--- config.mk ---
export PLATFORM = sky130hd
export DESIGN_NAME = fetch_unit
export DESIGN_NICKNAME = d
export VERILOG_FILES = /design/src/rtl/fetch_pkg.sv /design/src/rtl/fetch_queue.sv /design/src/rtl/fetch_unit.sv
export SDC_FILE = /design/constraint.sdc
export NUM_CORES = 1
export LEC_CHECK = 0
export ABC_AREA = 1
export CAP_MARGIN = 5
export CORE_ASPECT_RATIO = 0.8
export CORE_MARGIN = 5
export CORE_UTILIZATION = 60
export CTS_BUF_LIST = sky130_fd_sc_hd__clkbuf_4
export DETAILED_ROUTE_END_ITERATION = 10
export PLACE_DENSITY_LB_ADDON = 0.1
export SYNTH_ARGS = -nofsm -noshare
export SYNTH_HDL_FRONTEND = slang
export SYNTH_HIERARCHICAL = 1
export SYNTH_SLANG_ARGS = --single-unit
--- constraint.sdc ---
create_clock -name clk -period 6.55 [get_ports clk]
set_clock_uncertainty 0.1 [all_clocks]
set_input_delay 0.9825 -clock clk [delete_from_list [all_inputs] [get_ports clk]]
set_output_delay 0.9825 -clock clk [all_outputs]
set_load 0.05 [all_outputs]
--- src/rtl/fetch_pkg.sv ---
// fetch_pkg: shared constants, entry type and sizing helper for the fetch front end.
//   RESET_PC_DEFAULT    - PC after reset when the top is left at its defaults
//   INSTR_BYTES_DEFAULT - sequential PC increment
//   fetch_entry_t       - one reservation-queue slot {pc, instr, filled}
//   ptr_w()             - pointer width for a queue of a given depth
package fetch_pkg;

  localparam int unsigned XLEN_DEF            = 32;
  localparam logic [XLEN_DEF-1:0] RESET_PC_DEFAULT = 32'h0000_0000;
  localparam int unsigned INSTR_BYTES_DEFAULT = 4;

  typedef struct packed {
    logic [XLEN_DEF-1:0] pc;
    logic [XLEN_DEF-1:0] instr;
    logic                filled;
  } fetch_entry_t;

  function automatic int unsigned ptr_w(input int unsigned depth);
    return (depth < 2) ? 1 : $clog2(depth);
  endfunction

endpackage

--- src/rtl/fetch_queue.sv ---
// fetch_queue: circular reservation queue between instruction memory and decode.
//   clk, rst_n      - clock, async active-low reset
//   flush           - clears every entry and pointer (wins over all other ops)
//   alloc, alloc_pc - reserve the tail entry for a request issued to address alloc_pc
//   fill, fill_data - write the oldest unfilled entry (ignored when none is pending)
//   pop             - retire the head entry
//   head_valid      - head entry exists and is filled
//   head_pc/instr   - head entry contents (zero while head_valid is low)
//   full, empty     - occupancy flags
//   unfilled        - number of allocated entries still waiting for data
module fetch_queue
  import fetch_pkg::*;
#(
  parameter int unsigned XLEN   = 32,
  parameter int unsigned QDEPTH = 4,
  localparam int unsigned PW    = ptr_w(QDEPTH)
) (
  input  logic            clk,
  input  logic            rst_n,
  input  logic            flush,
  input  logic            alloc,
  input  logic [XLEN-1:0] alloc_pc,
  input  logic            fill,
  input  logic [XLEN-1:0] fill_data,
  input  logic            pop,
  output logic            head_valid,
  output logic [XLEN-1:0] head_pc,
  output logic [XLEN-1:0] head_instr,
  output logic            full,
  output logic            empty,
  output logic [PW:0]     unfilled
);

  localparam int unsigned CW = PW + 1;

  logic [XLEN-1:0]   pc_mem    [QDEPTH];
  logic [XLEN-1:0]   instr_mem [QDEPTH];
  logic [QDEPTH-1:0] filled;
  logic [PW-1:0]     head, tail, fptr;
  logic [CW-1:0]     count, pend;
  logic              do_fill;

  // A fill with nothing outstanding is a protocol violation and is dropped.
  assign do_fill    = fill && (pend != '0);
  assign full       = (count == CW'(QDEPTH));
  assign empty      = (count == '0);
  assign unfilled   = pend;
  assign head_valid = !empty && filled[head];
  assign head_pc    = head_valid ? pc_mem[head]    : '0;
  assign head_instr = head_valid ? instr_mem[head] : '0;

  always_ff @(posedge clk or negedge rst_n) begin
    if (!rst_n) begin
      head   <= '0;
      tail   <= '0;
      fptr   <= '0;
      count  <= '0;
      pend   <= '0;
      filled <= '0;
    end else if (flush) begin
      head   <= '0;
      tail   <= '0;
      fptr   <= '0;
      count  <= '0;
      pend   <= '0;
      filled <= '0;
    end else begin
      // alloc (tail) and fill (fptr) never hit the same slot: when pend==0
      // no fill happens, otherwise fptr trails tail.
      if (alloc) begin
        tail         <= tail + PW'(1);
        filled[tail] <= 1'b0;
      end
      if (do_fill) begin
        fptr         <= fptr + PW'(1);
        filled[fptr] <= 1'b1;
      end
      if (pop) head <= head + PW'(1);
      count <= count + CW'(alloc) - CW'(pop);
      pend  <= pend + CW'(alloc) - CW'(do_fill);
    end
  end

  // Payload storage needs no reset; outputs are masked by head_valid.
  always_ff @(posedge clk) begin
    if (alloc && !flush)   pc_mem[tail]    <= alloc_pc;
    if (do_fill && !flush) instr_mem[fptr] <= fill_data;
  end

endmodule

--- src/rtl/fetch_unit.sv ---
// fetch_unit: instruction-fetch front end. Owns the PC, issues in-order requests
// to a variable-latency instruction memory, buffers returned words and hands
// them to decode; a redirect flushes the queue and discards in-flight responses.
//   clk, rst_n                        - clock, async active-low reset
//   imem_req_valid/ready/addr         - request channel to instruction memory
//   imem_rsp_valid/data               - in-order response channel
//   redirect_valid/pc                 - taken branch / jump from a later stage
//   id_valid/ready/instr/pc/pc_plus4  - handshake to decode
//   busy                              - queue non-empty or responses still to discard
module fetch_unit
  import fetch_pkg::*;
#(
  parameter int unsigned     XLEN        = 32,
  parameter logic [XLEN-1:0] RESET_PC    = RESET_PC_DEFAULT,
  parameter int unsigned     QDEPTH      = 4,
  parameter int unsigned     INSTR_BYTES = INSTR_BYTES_DEFAULT
) (
  input  logic            clk,
  input  logic            rst_n,
  output logic            imem_req_valid,
  input  logic            imem_req_ready,
  output logic [XLEN-1:0] imem_req_addr,
  input  logic            imem_rsp_valid,
  input  logic [XLEN-1:0] imem_rsp_data,
  input  logic            redirect_valid,
  input  logic [XLEN-1:0] redirect_pc,
  output logic            id_valid,
  input  logic            id_ready,
  output logic [XLEN-1:0] id_instr,
  output logic [XLEN-1:0] id_pc,
  output logic [XLEN-1:0] id_pc_plus4,
  output logic            busy
);

  localparam int unsigned PW = ptr_w(QDEPTH);
  // Back-to-back redirects can stack discards beyond one queue's worth while
  // the memory is slow, so the drop counter gets extra headroom.
  localparam int unsigned DW = PW + 4;

  logic [XLEN-1:0] pc_q;
  logic [XLEN-1:0] redir_target;
  logic [DW-1:0]   drop_cnt, drop_nxt, drop_sum;
  logic            q_full, q_empty, head_valid;
  logic [PW:0]     unfilled;
  logic [XLEN-1:0] head_pc, head_instr;
  logic            accept, rsp_drop, rsp_fill, pop;

  assign redir_target = redirect_pc & ~XLEN'(3);

  // Gated by rst_n so every output except the address reads zero in reset.
  assign imem_req_valid = rst_n && !redirect_valid && !q_full;
  assign imem_req_addr  = pc_q;
  assign accept         = imem_req_valid && imem_req_ready;

  assign rsp_drop = imem_rsp_valid && (drop_cnt != '0);
  assign rsp_fill = imem_rsp_valid && (drop_cnt == '0) && !redirect_valid;

  assign id_valid    = head_valid && !redirect_valid;
  assign pop         = id_valid && id_ready;
  assign id_instr    = id_valid ? head_instr : '0;
  assign id_pc       = id_valid ? head_pc : '0;
  assign id_pc_plus4 = id_valid ? head_pc + XLEN'(INSTR_BYTES) : '0;

  assign busy = !q_empty || (drop_cnt != '0);

  // On redirect every still-unfilled entry becomes a response to discard;
  // a response landing in the redirect cycle is consumed right away.
  always_comb begin
    drop_sum = drop_cnt + DW'(unfilled);
    drop_nxt = drop_cnt;
    if (redirect_valid) begin
      drop_nxt = (imem_rsp_valid && (drop_sum != '0)) ? drop_sum - DW'(1) : drop_sum;
    end else if (rsp_drop) begin
      drop_nxt = drop_cnt - DW'(1);
    end
  end

  always_ff @(posedge clk or negedge rst_n) begin
    if (!rst_n) begin
      pc_q     <= RESET_PC;
      drop_cnt <= '0;
    end else begin
      drop_cnt <= drop_nxt;
      if (redirect_valid) pc_q <= redir_target;
      else if (accept)    pc_q <= pc_q + XLEN'(INSTR_BYTES);
    end
  end

  fetch_queue #(
    .XLEN   (XLEN),
    .QDEPTH (QDEPTH)
  ) u_queue (
    .clk        (clk),
    .rst_n      (rst_n),
    .flush      (redirect_valid),
    .alloc      (accept),
    .alloc_pc   (pc_q),
    .fill       (rsp_fill),
    .fill_data  (imem_rsp_data),
    .pop        (pop),
    .head_valid (head_valid),
    .head_pc    (head_pc),
    .head_instr (head_instr),
    .full       (q_full),
    .empty      (q_empty),
    .unfilled   (unfilled)
  );

endmodule
==> metrics <==
status complete, no violations; CTS tree yes; grt ovf 0; post-synthesis register bit count 308; vias in the first global route 12900; combinational share of power 0.103; initial antenna violation count 2; area grow syn2layout 19.6%; fmax 165 MHz; post-synth top area cell edfxtp_1; WL/cell 15.7 um; final cycle utilization of the critical path 0.923; Adder-Cell Fraction of Synth Area 0.0189; First DRT Iteration DRCs 1070; Post-Syn Area 16400 um2; Setup crit end kind output pin; cts bufs inserted 79; clk slew on worst S/H paths 70 ps; Initial Util 0.605; Crit Path Max Fanout 47; remaining antenna violation count after routing 0; H-tree depth 3; post-route cell area 19700 um2; clock insertion delay at the later pin of the skew report 700 ps; Slew HR 0.245; Pleak 8.68 nW; layout cell share with drive strength beyond 1 0.0864; deepest clock path buffer count 3; DP Area 18700 um2; GRT Total Usage 0.263; Total Wirelength 41100 um; die area 30800 um2; Hold Crit Class input pin to asynchronous set/reset pin; internal power 3.18 mW; Net Sw Frac 0.267; Arr. time, crit path 4960 ps; Post-synth EDFFs 256; commonest non-fill, non-tap cell in the layout nand2_1; hold buffer count at CTS 0; Max-cap violations 0; clk root buf clkbuf_4; Setup CP Type flop to output pin; Avg Cell Area, Syn 8.35 um2; synth top area cells edfxtp_1, nand2_1, inv_1; die height 158 um; required time worst endpoint 5470 ps; Die Wd 195 um; first-pass GRT wire length 65200 um; nets 2294; largest net degree at the start of global routing 93; Final Hold Fails 0; sequential share of the synthesized area 0.547; Post-Synthesis Cells 1970; post-synthesis mux area share 0; worst slew pin tran 1130 ps; clk sink count 308; Max Slew Vio Count 0; worst hold slack 344 ps; Final setup viols 0; commonest cells after routing, fill and taps aside nand2_1, inv_1, edfxtp_1, nor2_1, clkdlybuf4s50_1; Post-DP HPWL 27400 um; First-pass DRT Iterations 5; Port Buf Inserts 196; main combinational cell family by area after synthesis simple AND/OR/NAND/NOR gates; routability cong. 0.943; Peak VDD IR 128 uV; Clk pwr share 0.371; I/O pin count 201; final core utilization 0.724; XOR/XNOR Fraction of Synth Area 0.0202; unrepaired setup endpoints after global routing false; simple-gate area share of the yosys netlist 0.248; setup tns final 0 ps; setup repair bufs after CTS 0; ys flop type edfxtp_1; async set or reset register ratio after synthesis 0.169; register share of total power 0.526; Syn. warnings 6; Synth top area share 0.467; number of remaining DRC errors 0; CTS resizes 0; power density cells 221 nW/um2; Final Critical Period 6040 ps; synth unique cells 45; FP Rows 54; element type at the critical path start flop; via/cell ratio 5.13; via count 13500; Psw 1.16 mW; core footprint 27200 um2; Compound-Gate Fraction of Synth Area 0.0329
worst paths after layout:
kind | from | endpoint | slack (ps) | cells past startpoint
worst max-delay path | u_queue/head[1] | id_pc_plus4[29] | 510 | 13
worst min-delay path | rst_n | imem_req_addr[3] | 340 | 2
worst max register to register | u_queue/head[1] | u_queue/count[2] | 2630 | 16
worst min register to register | u_queue/tail[1] | u_queue/tail[1] | 460 | 2
max in group asynchronous | rst_n | u_queue/head[0] | 5460 | 2
min in group clk | u_queue/tail[1] | u_queue/tail[1] | 460 | 2
worst max-delay path: stages, from the launching register on:
cell and delay, ps:
dfrtp_2 550, inv_2 400, buf_4 600, nand3_1 140, nand2_1 90, inv_1 40, nor2_1 370, nand2_1 210
nor2_1 170, nand2_1 90, nor4_1 520, xor2_1 130, nor2_1 110, clkdlybuf4s50_1 810
final cells by class:
type | instances | area, um2
Inverter | 469 | 1760
Antenna cell | 1 | 2.50
Clock buffer | 113 | 848
Clock inverter | 23 | 140
Sequential cell | 308 | 8990
Timing Repair Buffer | 216 | 2110
Multi-Input combinational cell | 1127 | 5360
Fill cell | 2060 | 7500
Tap cell | 364 | 455
routing by layer:
layer	track usage	vias to the layer above	part of all wire
li1	-	6598	-
met1	0.371	6222	0.45
met2	0.423	551	0.45
met3	0.0483	81	0.079
met4	0.0821	2	0.020
met5	0	-	0.00032
registers in the layout, indices dropped and copies added, names as in the netlist:
name and cells:
u_queue/head 2, u_queue/pc_mem 128, imem_req_addr 30, u_queue/instr_mem 128, u_queue/count 3, drop_cnt 6
u_queue/filled 4, u_queue/unfilled 3, u_queue/fptr 2, u_queue/tail 2
stage by stage:
| stage | setup slack, ps | total power, mW | instances |
|---|---|---|---|
| 2_1_floorplan | 2010 | 2.57 | 1979 |
| 3_3_place_gp | 1180 | 2.75 | 2484 |
| 3_5_place_dp | 1220 | 2.76 | 2484 |
| 4_1_cts | 448 | 4.38 | 2620 |
| 5_1_grt | 161 | 4.54 | 2621 |
| 6_report | 506 | 4.34 | 2621 |
power by group through the flow:
| stage | Sequential, mW | Combinational, mW | Clock, mW |
|---|---|---|---|
| 2_1_floorplan | 2.35 | 0.225 | 0 |
| 3_3_place_gp | 2.32 | 0.435 | 0 |
| 3_5_place_dp | 2.32 | 0.444 | 0 |
| 4_1_cts | 2.28 | 0.446 | 1.66 |
| 5_1_grt | 2.29 | 0.495 | 1.76 |
| 6_report | 2.28 | 0.447 | 1.61 |
cell usage after synthesis (18+ instances only):
master and count:
xor2_1 33, o21ai_0 34, nor3_1 29, nor2_1 221
a21oi_1 19, edfxtp_1 256, dfrtp_1 52, ha_1 20
inv_1 458, nand3_1 169, nand4_1 18, a22oi_1 19
nand2_1 495, buf_2 40
logic make-up (layout without fill, tap and decap cells):
logic type                 after synthesis  in the layout
buffers and inverters                  544            821
xor gates and xnor gates                38             38
DFF                                    308            308
adders and majority gates               23             23
AOI/OAI and AO/OA                       90             90
other                                    1             11
and+or+nand+nor                        966            966
Note: power is estimated with default switching activity, not from simulation.
